## src/rtl/keypad_scan_4x4.sv

```systemverilog
// 4x4 matrix keypad scanner: column drive, row sense, frame debounce,
// single-key hex code output and a four-digit code history.
module keypad_scan_4x4 #(
  parameter int iCLK_Freq       = 50000000,
  parameter int SCAN_DIV        = iCLK_Freq >> 12,
  parameter int DEBOUNCE_FRAMES = 3
) (
  input  logic        iCLK,
  input  logic        iRST_n,
  input  logic [3:0]  iROW,
  output logic [3:0]  oCOL,
  output logic [3:0]  oKEY,
  output logic        oKEY_VALID,
  output logic        oKEY_HELD,
  output logic [15:0] oDIG
);

  localparam int DW = $clog2(SCAN_DIV);
  localparam logic [DW-1:0] DIV_LAST = DW'(SCAN_DIV - 1);
  localparam logic [3:0] DEB_N = 4'(DEBOUNCE_FRAMES);

  typedef enum logic [1:0] {
    IDLE,
    DEB,
    HELD,
    REL
  } state_t;

  state_t        state;
  logic [3:0]    rs_meta;
  logic [3:0]    rs;
  logic [DW-1:0] div;
  logic [1:0]    col;
  logic [1:0]    acc_cnt;
  logic [3:0]    acc_code;
  logic [3:0]    cand;
  logic [3:0]    cnt;

  logic          slot_end;
  logic          frame_end;
  logic [2:0]    hits;
  logic [1:0]    hit_row;
  logic [2:0]    sum;
  logic [1:0]    tot_cnt;
  logic [3:0]    tot_code;
  logic          none;
  logic          single;

  assign slot_end  = (div == DIV_LAST);
  assign frame_end = slot_end && (col == 2'd3);

  // Merge the current column's sample into the running frame result
  always_comb begin
    hits    = 3'd0;
    hit_row = 2'd0;
    for (int i = 0; i < 4; i++) begin
      if (!rs[i]) begin
        hits    = hits + 3'd1;
        hit_row = 2'(i);
      end
    end
    sum      = {1'b0, acc_cnt} + hits;
    tot_cnt  = (sum >= 3'd2) ? 2'd2 : sum[1:0];
    tot_code = (hits != 3'd0) ? {col, hit_row} : acc_code;
    none     = (tot_cnt == 2'd0);
    single   = (tot_cnt == 2'd1);
  end

  always_ff @(posedge iCLK) begin
    if (!iRST_n) begin
      rs_meta <= 4'hF;
      rs      <= 4'hF;
      div     <= '0;
      col     <= 2'd0;
      oCOL    <= 4'b1110;
    end else begin
      rs_meta <= iROW;
      rs      <= rs_meta;
      if (slot_end) begin
        div  <= '0;
        col  <= col + 2'd1;
        oCOL <= ~(4'b0001 << (col + 2'd1));
      end else begin
        div <= div + DW'(1);
      end
    end
  end

  always_ff @(posedge iCLK) begin
    if (!iRST_n) begin
      state      <= IDLE;
      acc_cnt    <= 2'd0;
      acc_code   <= 4'd0;
      cand       <= 4'd0;
      cnt        <= 4'd0;
      oKEY       <= 4'd0;
      oKEY_VALID <= 1'b0;
      oKEY_HELD  <= 1'b0;
      oDIG       <= 16'h0000;
    end else begin
      oKEY_VALID <= 1'b0;
      if (slot_end) begin
        if (col == 2'd3) begin
          acc_cnt  <= 2'd0;
          acc_code <= 4'd0;
        end else begin
          acc_cnt  <= tot_cnt;
          acc_code <= tot_code;
        end
      end
      if (frame_end) begin
        unique case (state)
          IDLE: begin
            if (single) begin
              cand <= tot_code;
              cnt  <= 4'd1;
              if (DEB_N == 4'd1) begin
                oKEY       <= tot_code;
                oDIG       <= {oDIG[11:0], tot_code};
                oKEY_VALID <= 1'b1;
                oKEY_HELD  <= 1'b1;
                state      <= HELD;
              end else begin
                state <= DEB;
              end
            end
          end
          DEB: begin
            if (single && tot_code == cand) begin
              cnt <= cnt + 4'd1;
              if (cnt + 4'd1 == DEB_N) begin
                oKEY       <= cand;
                oDIG       <= {oDIG[11:0], cand};
                oKEY_VALID <= 1'b1;
                oKEY_HELD  <= 1'b1;
                state      <= HELD;
              end
            end else begin
              state <= IDLE;
            end
          end
          HELD: begin
            // Roll-over presses are ignored until a full release
            if (none) begin
              cnt <= 4'd1;
              if (DEB_N == 4'd1) begin
                oKEY_HELD <= 1'b0;
                state     <= IDLE;
              end else begin
                state <= REL;
              end
            end
          end
          REL: begin
            if (none) begin
              cnt <= cnt + 4'd1;
              if (cnt + 4'd1 == DEB_N) begin
                oKEY_HELD <= 1'b0;
                state     <= IDLE;
              end
            end else begin
              state <= HELD;
            end
          end
          default: state <= IDLE;
        endcase
      end
    end
  end

endmodule
```

## config.mk

```make
export PLATFORM = sky130hd
export DESIGN_NAME = keypad_scan_4x4
export DESIGN_NICKNAME = d
export VERILOG_FILES = /design/src/rtl/keypad_scan_4x4.sv
export SDC_FILE = /design/constraint.sdc
export NUM_CORES = 1
export LEC_CHECK = 0
export BUFFER_PORTS_ARGS = -buffer_cell sky130_fd_sc_hd__buf_2
export CORE_MARGIN = 5
export CORE_UTILIZATION = 45
export DETAILED_ROUTE_END_ITERATION = 12
export GPL_TIMING_DRIVEN = 1
export PLACE_DENSITY = 0.63
export SYNTH_ARGS = -nofsm -noshare
export SYNTH_HDL_FRONTEND = slang
export SYNTH_SLANG_ARGS = --single-unit
```

## constraint.sdc

```tcl
create_clock -name iCLK -period 5.3 [get_ports iCLK]
set_input_delay 1.06 -clock iCLK [delete_from_list [all_inputs] [get_ports iCLK]]
set_output_delay 1.06 -clock iCLK [all_outputs]
set_load 0.1 [all_outputs]
```

# Word level (Yosys, flattened, before mapping)
# Index checks and enable logic that the tools add are counted.
classes:
  add_sub_neg: 7
  mul: 0
  div: 0
  order_cmp: 1
  eq_ne: 16
  n_shift: 1
  muxes: 29
  n_bitwise: 2
  n_reduce_logical: 13
ops:
  columns: ["op", "count"]
  rows:
  - ["$mux W4", 6]
  - ["$mux W2", 10]
  - ["$pmux W4 S4", 1]
  - ["$add A14 B1 Y14 const B", 1]
  - ["$eq A14 B14 Y1 const B", 1]
  - ["$ne A2 B2 Y1 const B", 6]
  - ["$reduce_and A5 Y1", 2]
  - ["$add A3 B1 Y3 const B", 3]
  - ["$mux W3", 3]
  - ["$pmux W2 S4", 1]
  - ["$reduce_and A4 Y1", 2]
  - ["$mux W1", 7]
  - ["$eq A2 B2 Y1 const B", 3]
  - ["$ne A3 B3 Y1 const B", 2]
  - ["$reduce_and A6 Y1", 1]
  - ["$add A4 B1 Y4 const B", 1]
  - ["$eq A2 B1 Y1 const B", 2]
  - ["$eq A4 B2 Y1 const B", 1]
  - ["$eq A4 B4 Y1", 1]
  - ["$logic_not A2 Y1", 2]
  - ["$not A4 Y4", 1]
  - ["$shl A1 B2 Y4 const A", 1]
  - ["$add A2 B3 Y3", 1]
  - ["$ge A3 B2 Y1 const B", 1]
  - ["8 further kinds", 9]
totals:
  reg_bits: 66
  latchBits: 0
  ram_bits: 0
  mem_bits_ro: 0
  input_bits: 6
  output_inout_bits: 26
  elab_cells: 83
  memories: 0

# Logic depth before layout (Yosys ltp)
depth:
  ltp_word: 14
  ltp_mapped: 16
  mapped_depth_nobuf: 14

# Worst setup path before layout
# OpenSTA, ideal clock, no wires.
synth_timing:
  path_type: "reg2reg"
  start: "register rs[0]"
  end: "register oKEY[0]"
  setup_ns: 0.128
  arrival_ns: 3.522
  required_ns: 5.172
  path_slack_ns: 1.651
  stages_incl_launch_ff: 14
  period_less_slack_ns: 3.649
  path_cell_list: "dfxtp_1 -> inv_1 -> ha_1 -> xnor2_1 -> ha_1 -> or2_0 -> mux4_2 -> or4_1 -> a21o_1 -> or4_4 -> buf_6 -> buf_8 -> mux2i_1 -> nor2_1"
synth_between:
  elab_chain_cells: 13
synth_rtl:
  columns: ["element", "line", "rtl"]
  rows:
  - ["start: declaration", "31", "logic [3:0] rs;"]
  - ["start signal: assignment", "78", "rs <= rs_meta;"]
  - ["$mux W1 (*)", "57", "if (!rs[i]) begin"]
  - ["$add A3 B1 Y3", "58", "hits = hits + 3'd1;"]
  - ["$mux W3 (*)", "57", null]
  - ["$add A3 B1 Y3", "58", null]
  - ["$mux W3 (*)", "57", null]
  - ["$add A3 B1 Y3", "58", null]
  - ["$mux W3 (*)", "57", null]
  - ["$add A2 B3 Y3", "62", "sum = {1'b0, acc_cnt} + hits;"]
  - ["$ge A3 B2 Y1", "63", "tot_cnt = (sum >= 3'd2) ? 2'd2 : sum[1:0];"]
  - ["$mux W2", "63", null]
  - ["$eq A2 B1 Y1", "66", "single = (tot_cnt == 2'd1);"]
  - ["$logic_and A1 B1 Y1 (*)", "129", "if (single && tot_code == cand) begin"]
  - ["$reduce_and A4 Y1 (no line) (*)", null, null]
  - ["end signal: assignment", "118", "oKEY <= tot_code;"]
  - ["end signal: assignment", "132", "oKEY <= cand;"]
  - ["end: declaration", "12", "output logic [3:0] oKEY,"]
# Every way passes the cells marked *; elsewhere a longest branch is shown, timed or not.
# A chain may end at the register's enable or synchronous reset.

# Final worst setup path
layout_timing:
  start: "register rs[1]"
  end: "register oDIG[15]"
layout_between:
  elab_chain_cells: 11
layout_rtl:
  columns: ["element", "line", "rtl"]
  rows:
  - ["$mux W3", "57", null]
  - ["$add A3 B1 Y3", "58", null]
  - ["$mux W3", "57", null]
  - ["$add A3 B1 Y3", "58", null]
  - ["$mux W3", "57", null]
  - ["$add A2 B3 Y3", "62", null]
  - ["$ge A3 B2 Y1", "63", null]
  - ["$mux W2", "63", null]
  - ["$eq A2 B1 Y1", "66", null]
  - ["$logic_and A1 B1 Y1 (*)", "129", null]
  - ["$reduce_and A4 Y1 (no line) (*)", null, null]
  - ["end signal: assignment", "119", "oDIG <= {oDIG[11:0], tot_code};"]
  - ["end signal: assignment", "133", "oDIG <= {oDIG[11:0], cand};"]
  - ["end: declaration", "15", "output logic [15:0] oDIG"]
# Marks and branches as above.

==> flow_summary.toml <==
[outcome]
run_status = "complete, no violations"

[drt]
totalWireLength_um = 5385
dr.first_iter.drc_count = 91
wire_per_inst_um = 12.35
post-route-drc-count = 0
detail-route-antenna-nets = 0
detailedRoute.firstPassIterationCount = 4
route.vias.total = 2234
routed_via_density = 5.124

[synth]
ys_async_sr_fraction = 0
ys_types = 53
syn-cell-area_sq_um = 2990
nets_in_the_synthesized_netlist = 348
post-synth-top-area-cell = "sky130_fd_sc_hd__dfxtp_1"
synth_top_cell_area_share = 0.4151
synth_enable_flop_cells = 0
synth_most_common_cell = "sky130_fd_sc_hd__dfxtp_1"
avg_synthesized_cell_area_sq_um = 9.117
synth.top_cells.by_area = "sky130_fd_sc_hd__dfxtp_1, sky130_fd_sc_hd__mux2i_1, sky130_fd_sc_hd__nor2_1"
ff_latch_count_synth = 62
yosysWarnings = 0
synth_sequential_area_ratio = 0.4151
synth_top_flop_cell = "sky130_fd_sc_hd__dfxtp_1"
syn-instance-count = 328
synthTopCellsByCount = "sky130_fd_sc_hd__dfxtp_1, sky130_fd_sc_hd__nor2_1, sky130_fd_sc_hd__nand2_1, sky130_fd_sc_hd__mux2i_1, sky130_fd_sc_hd__nand2b_1"

[floorplanning]
initial_utilization = 0.4656
ioPinCount = 32
core_sq_um = 6422
design.die.area_sq_um = 8376
number_of_placement_rows = 29
die_y_um = 91.52
die-width_um = 91.52

[power_and_ir_drop]
clkPwrFrac = 0.450
power.internal_uw = 740.1
p_leak_nw = 1.525
p_sw_uw = 231.5
p_per_area_nw_per_um2 = 288.2
power_switching_share = 0.2383
combPwrFrac = 0.061
worst_ir_drop_vdd_mv = 0.1519
pwr-share-seq = 0.489

[finish]
finish.cell_count_without_fillers = 436
antenna_cells_inserted = 0
fill_cells = 608
fin_nets = 374
drive_above_1_share = 0.1588
flow.area_growth_from_synthesis_pct = 12.72

[timing]
rsz0062_at_grt = "no"
setup_total_neg_slack_ns = 0
timing_hold_violations_final = 0
max-slew-margin-rel = 0.5350
max_freq_mhz = 247.0
fin_crit_sh = 0.7639
period_needed_ns = 4.049
report.final.slew_viol_count = 0
finalSetupViolations = 0
fin_skew_ns = 0.01012
worstMarginPinSlew_ns = 0.6943

[flow_run]
cap_violations = 0

[place]
io_buffers = 31
dpl.cell_count = 420
place.gp.congestion = 0.8368
dp.final_hpwl_um = 3791

[critical_path]
critical_path.cell_chain = "inv_1 > ha_1 > xnor2_1 > ha_1 > nor2_1 > a31oi_1 > fa_1 > xnor3_1 > nor2b_1 > nand4_1 > or4_4 > mux2i_1 > nor2_1"
timing.critical_path.required_ns = 5.52
worst-setup-path-type = "flop to flop"
crit_path_max_incr_delay_ns = 0.60
setup.reg_to_reg.worst_slack_ns = 1.25
cp.arrival_ns = 4.27
critical_path.top_delay_family = "simple AND/OR/NAND/NOR gates"
cpMaxStageDelayCell = "sky130_fd_sc_hd__or4_4"
worstPathMaxFanout = 16
critical_path.n_buffers_inverters = 1
critical_path.startpoint_type = "flop"
cp-end-kind = "flop"

[clock_tree]
clkTransAtPathRegs_ns = 0.07
cts_max_path_buffers = 2
tritoncts_clock_tree = "built"
clock_latency_ns = 0.33
cts_root_buf = "sky130_fd_sc_hd__clkbuf_8"
clock-sinks = 62
numCtsBuffers = 9
cts_hold_buffers = 0
post_cts_resized = 0
cts_setup_buffers = 0
h-tree-depth = 3

[global_routing]
grt_max_degree = 35
antenna_found_initial = 0
global_route.usage.total = 0.1399
grt_first_pass_wirelength_um = 9680
vias_in_the_first_global_route = 2169
grt.overflow.total = 0

[hold_path]
hold_class = "flop to flop"
## routing by layer
layer	vias up	track usage	share of wire
met5	-	0	0
met4	0	0.05653	0.013
met3	7	0.04793	0.050
met2	39	0.2185	0.45
met1	1004	0.1768	0.49
li1	1184	-	-
## area by class of cell
| class | instances | area, sq um | area share |
|---|---|---|---|
| multi-input cells | 240 | 1618 | 0.4800 |
| flip-flops and latches | 62 | 1241 | 0.3682 |
| repair buffers | 33 | 170.2 | 0.05048 |
| clock buffers | 11 | 151.4 | 0.04491 |
| well taps | 77 | 96.34 | 0.02858 |
| clock inverters | 5 | 63.81 | 0.01893 |
| inverters | 8 | 30.03 | 0.008909 |
## path summary, 6_finish.rpt
| kind | from | endpoint | cells after the start |
|---|---|---|---|
| min reg2reg | rs_meta[1]$_SDFF_PN1_ | rs[1]$_SDFF_PN1_ | 1 |
| min | rs_meta[1]$_SDFF_PN1_ | rs[1]$_SDFF_PN1_ | 1 |
| max reg2reg | rs[1]$_SDFF_PN1_ | oDIG[15]$_SDFFE_PN0P_ | 13 |
| max | rs[1]$_SDFF_PN1_ | oDIG[15]$_SDFFE_PN0P_ | 13 |
## kinds of logic (layout without fill, tap and decap cells)
family / count (synthesis) / in the layout / synth area share
mux: 23 / 23 / 0.08117
flops: 62 / 62 / 0.4151
fa+ha+maj: 14 / 14 / 0.06109
compound gates: 44 / 44 / 0.09875
buf+inv: 26 / 57 / 0.04393
simple gates: 141 / 141 / 0.2427
xor+xnor: 18 / 18 / 0.05732
## layout by cell type (no fill, tap or decap), types with 3 or more instances in the layout
| cell type | netlist | final |
|---|---|---|
| sky130_fd_sc_hd__nor3_1 | 4 | 4 |
| sky130_fd_sc_hd__a22oi_1 | 3 | 3 |
| sky130_fd_sc_hd__nand2_1 | 26 | 26 |
| sky130_fd_sc_hd__nand4_1 | 7 | 7 |
| sky130_fd_sc_hd__a21oi_1 | 6 | 6 |
| sky130_fd_sc_hd__nand3_1 | 6 | 6 |
| sky130_fd_sc_hd__inv_1 | 7 | 7 |
| sky130_fd_sc_hd__buf_2 | 0 | 31 |
| sky130_fd_sc_hd__xor2_1 | 11 | 11 |
| sky130_fd_sc_hd__or2_2 | 5 | 5 |
| sky130_fd_sc_hd__clkbuf_8 | 0 | 11 |
| sky130_fd_sc_hd__dfxtp_1 | 62 | 62 |
| sky130_fd_sc_hd__a211oi_1 | 5 | 5 |
| sky130_fd_sc_hd__o21ai_1 | 3 | 3 |
| sky130_fd_sc_hd__nor2b_1 | 4 | 4 |
| sky130_fd_sc_hd__and2_1 | 3 | 3 |
| sky130_fd_sc_hd__mux2i_1 | 22 | 22 |
| sky130_fd_sc_hd__o211ai_1 | 3 | 3 |
| sky130_fd_sc_hd__nand4b_1 | 3 | 3 |
| sky130_fd_sc_hd__a31oi_1 | 4 | 4 |
| sky130_fd_sc_hd__nor2_1 | 48 | 48 |
| sky130_fd_sc_hd__nand2b_1 | 17 | 17 |
| sky130_fd_sc_hd__or4_1 | 3 | 3 |
| sky130_fd_sc_hd__o21ai_0 | 8 | 8 |
| sky130_fd_sc_hd__xnor2_1 | 6 | 6 |
| sky130_fd_sc_hd__ha_1 | 13 | 13 |
## power by group through the flow
stage               Sequential [mW]  Combinational (mW)  Clock (mW)
floorplan                     0.484              0.0488           0
global placement              0.486              0.0589           0
detailed placement            0.486              0.0590           0
CTS                           0.475              0.0592       0.453
global route                  0.476              0.0672       0.477
finish                        0.475              0.0594       0.437
## worst reg2reg max path: stages, from the launching register on
cell,delay [ns]
sky130_fd_sc_hd__dfxtp_1,0.35
sky130_fd_sc_hd__inv_1,0.05
sky130_fd_sc_hd__ha_1,0.34
sky130_fd_sc_hd__xnor2_1,0.27
sky130_fd_sc_hd__ha_1,0.28
sky130_fd_sc_hd__nor2_1,0.09
sky130_fd_sc_hd__a31oi_1,0.14
sky130_fd_sc_hd__fa_1,0.49
sky130_fd_sc_hd__xnor3_1,0.36
sky130_fd_sc_hd__nor2b_1,0.55
sky130_fd_sc_hd__nand4_1,0.15
sky130_fd_sc_hd__or4_4,0.60
sky130_fd_sc_hd__mux2i_1,0.22
sky130_fd_sc_hd__nor2_1,0.05
## registers in the layout, indices dropped and copies added (netlist names)
register / count
div: 14
oDIG: 13
acc_code: 4
cand: 4
cnt: 4
oCOL: 4
rs: 4
rs_meta: 4
oKEY: 3
acc_cnt: 2
col: 2
state: 2
oKEY_HELD: 1
oKEY_VALID: 1
## through the flow
stage | hold WS (ns) | utilization | setup WS, ns | instance area [sq um] | power, mW
floorplan | 0.3863 | - | 1.651 | 2990 | 0.5326
global placement | 0.3890 | 0.4913 | 1.374 | 3156 | 0.5447
detailed placement | 0.3924 | 0.4913 | 1.275 | 3156 | 0.5450
CTS | 0.4098 | 0.5248 | 1.254 | 3371 | 0.9871
global route | 0.4255 | 0.5248 | 0.8830 | 3371 | 1.020
finish | 0.4036 | 0.5248 | 1.251 | 3371 | 0.9716
Power figures use the tool's default switching activity.
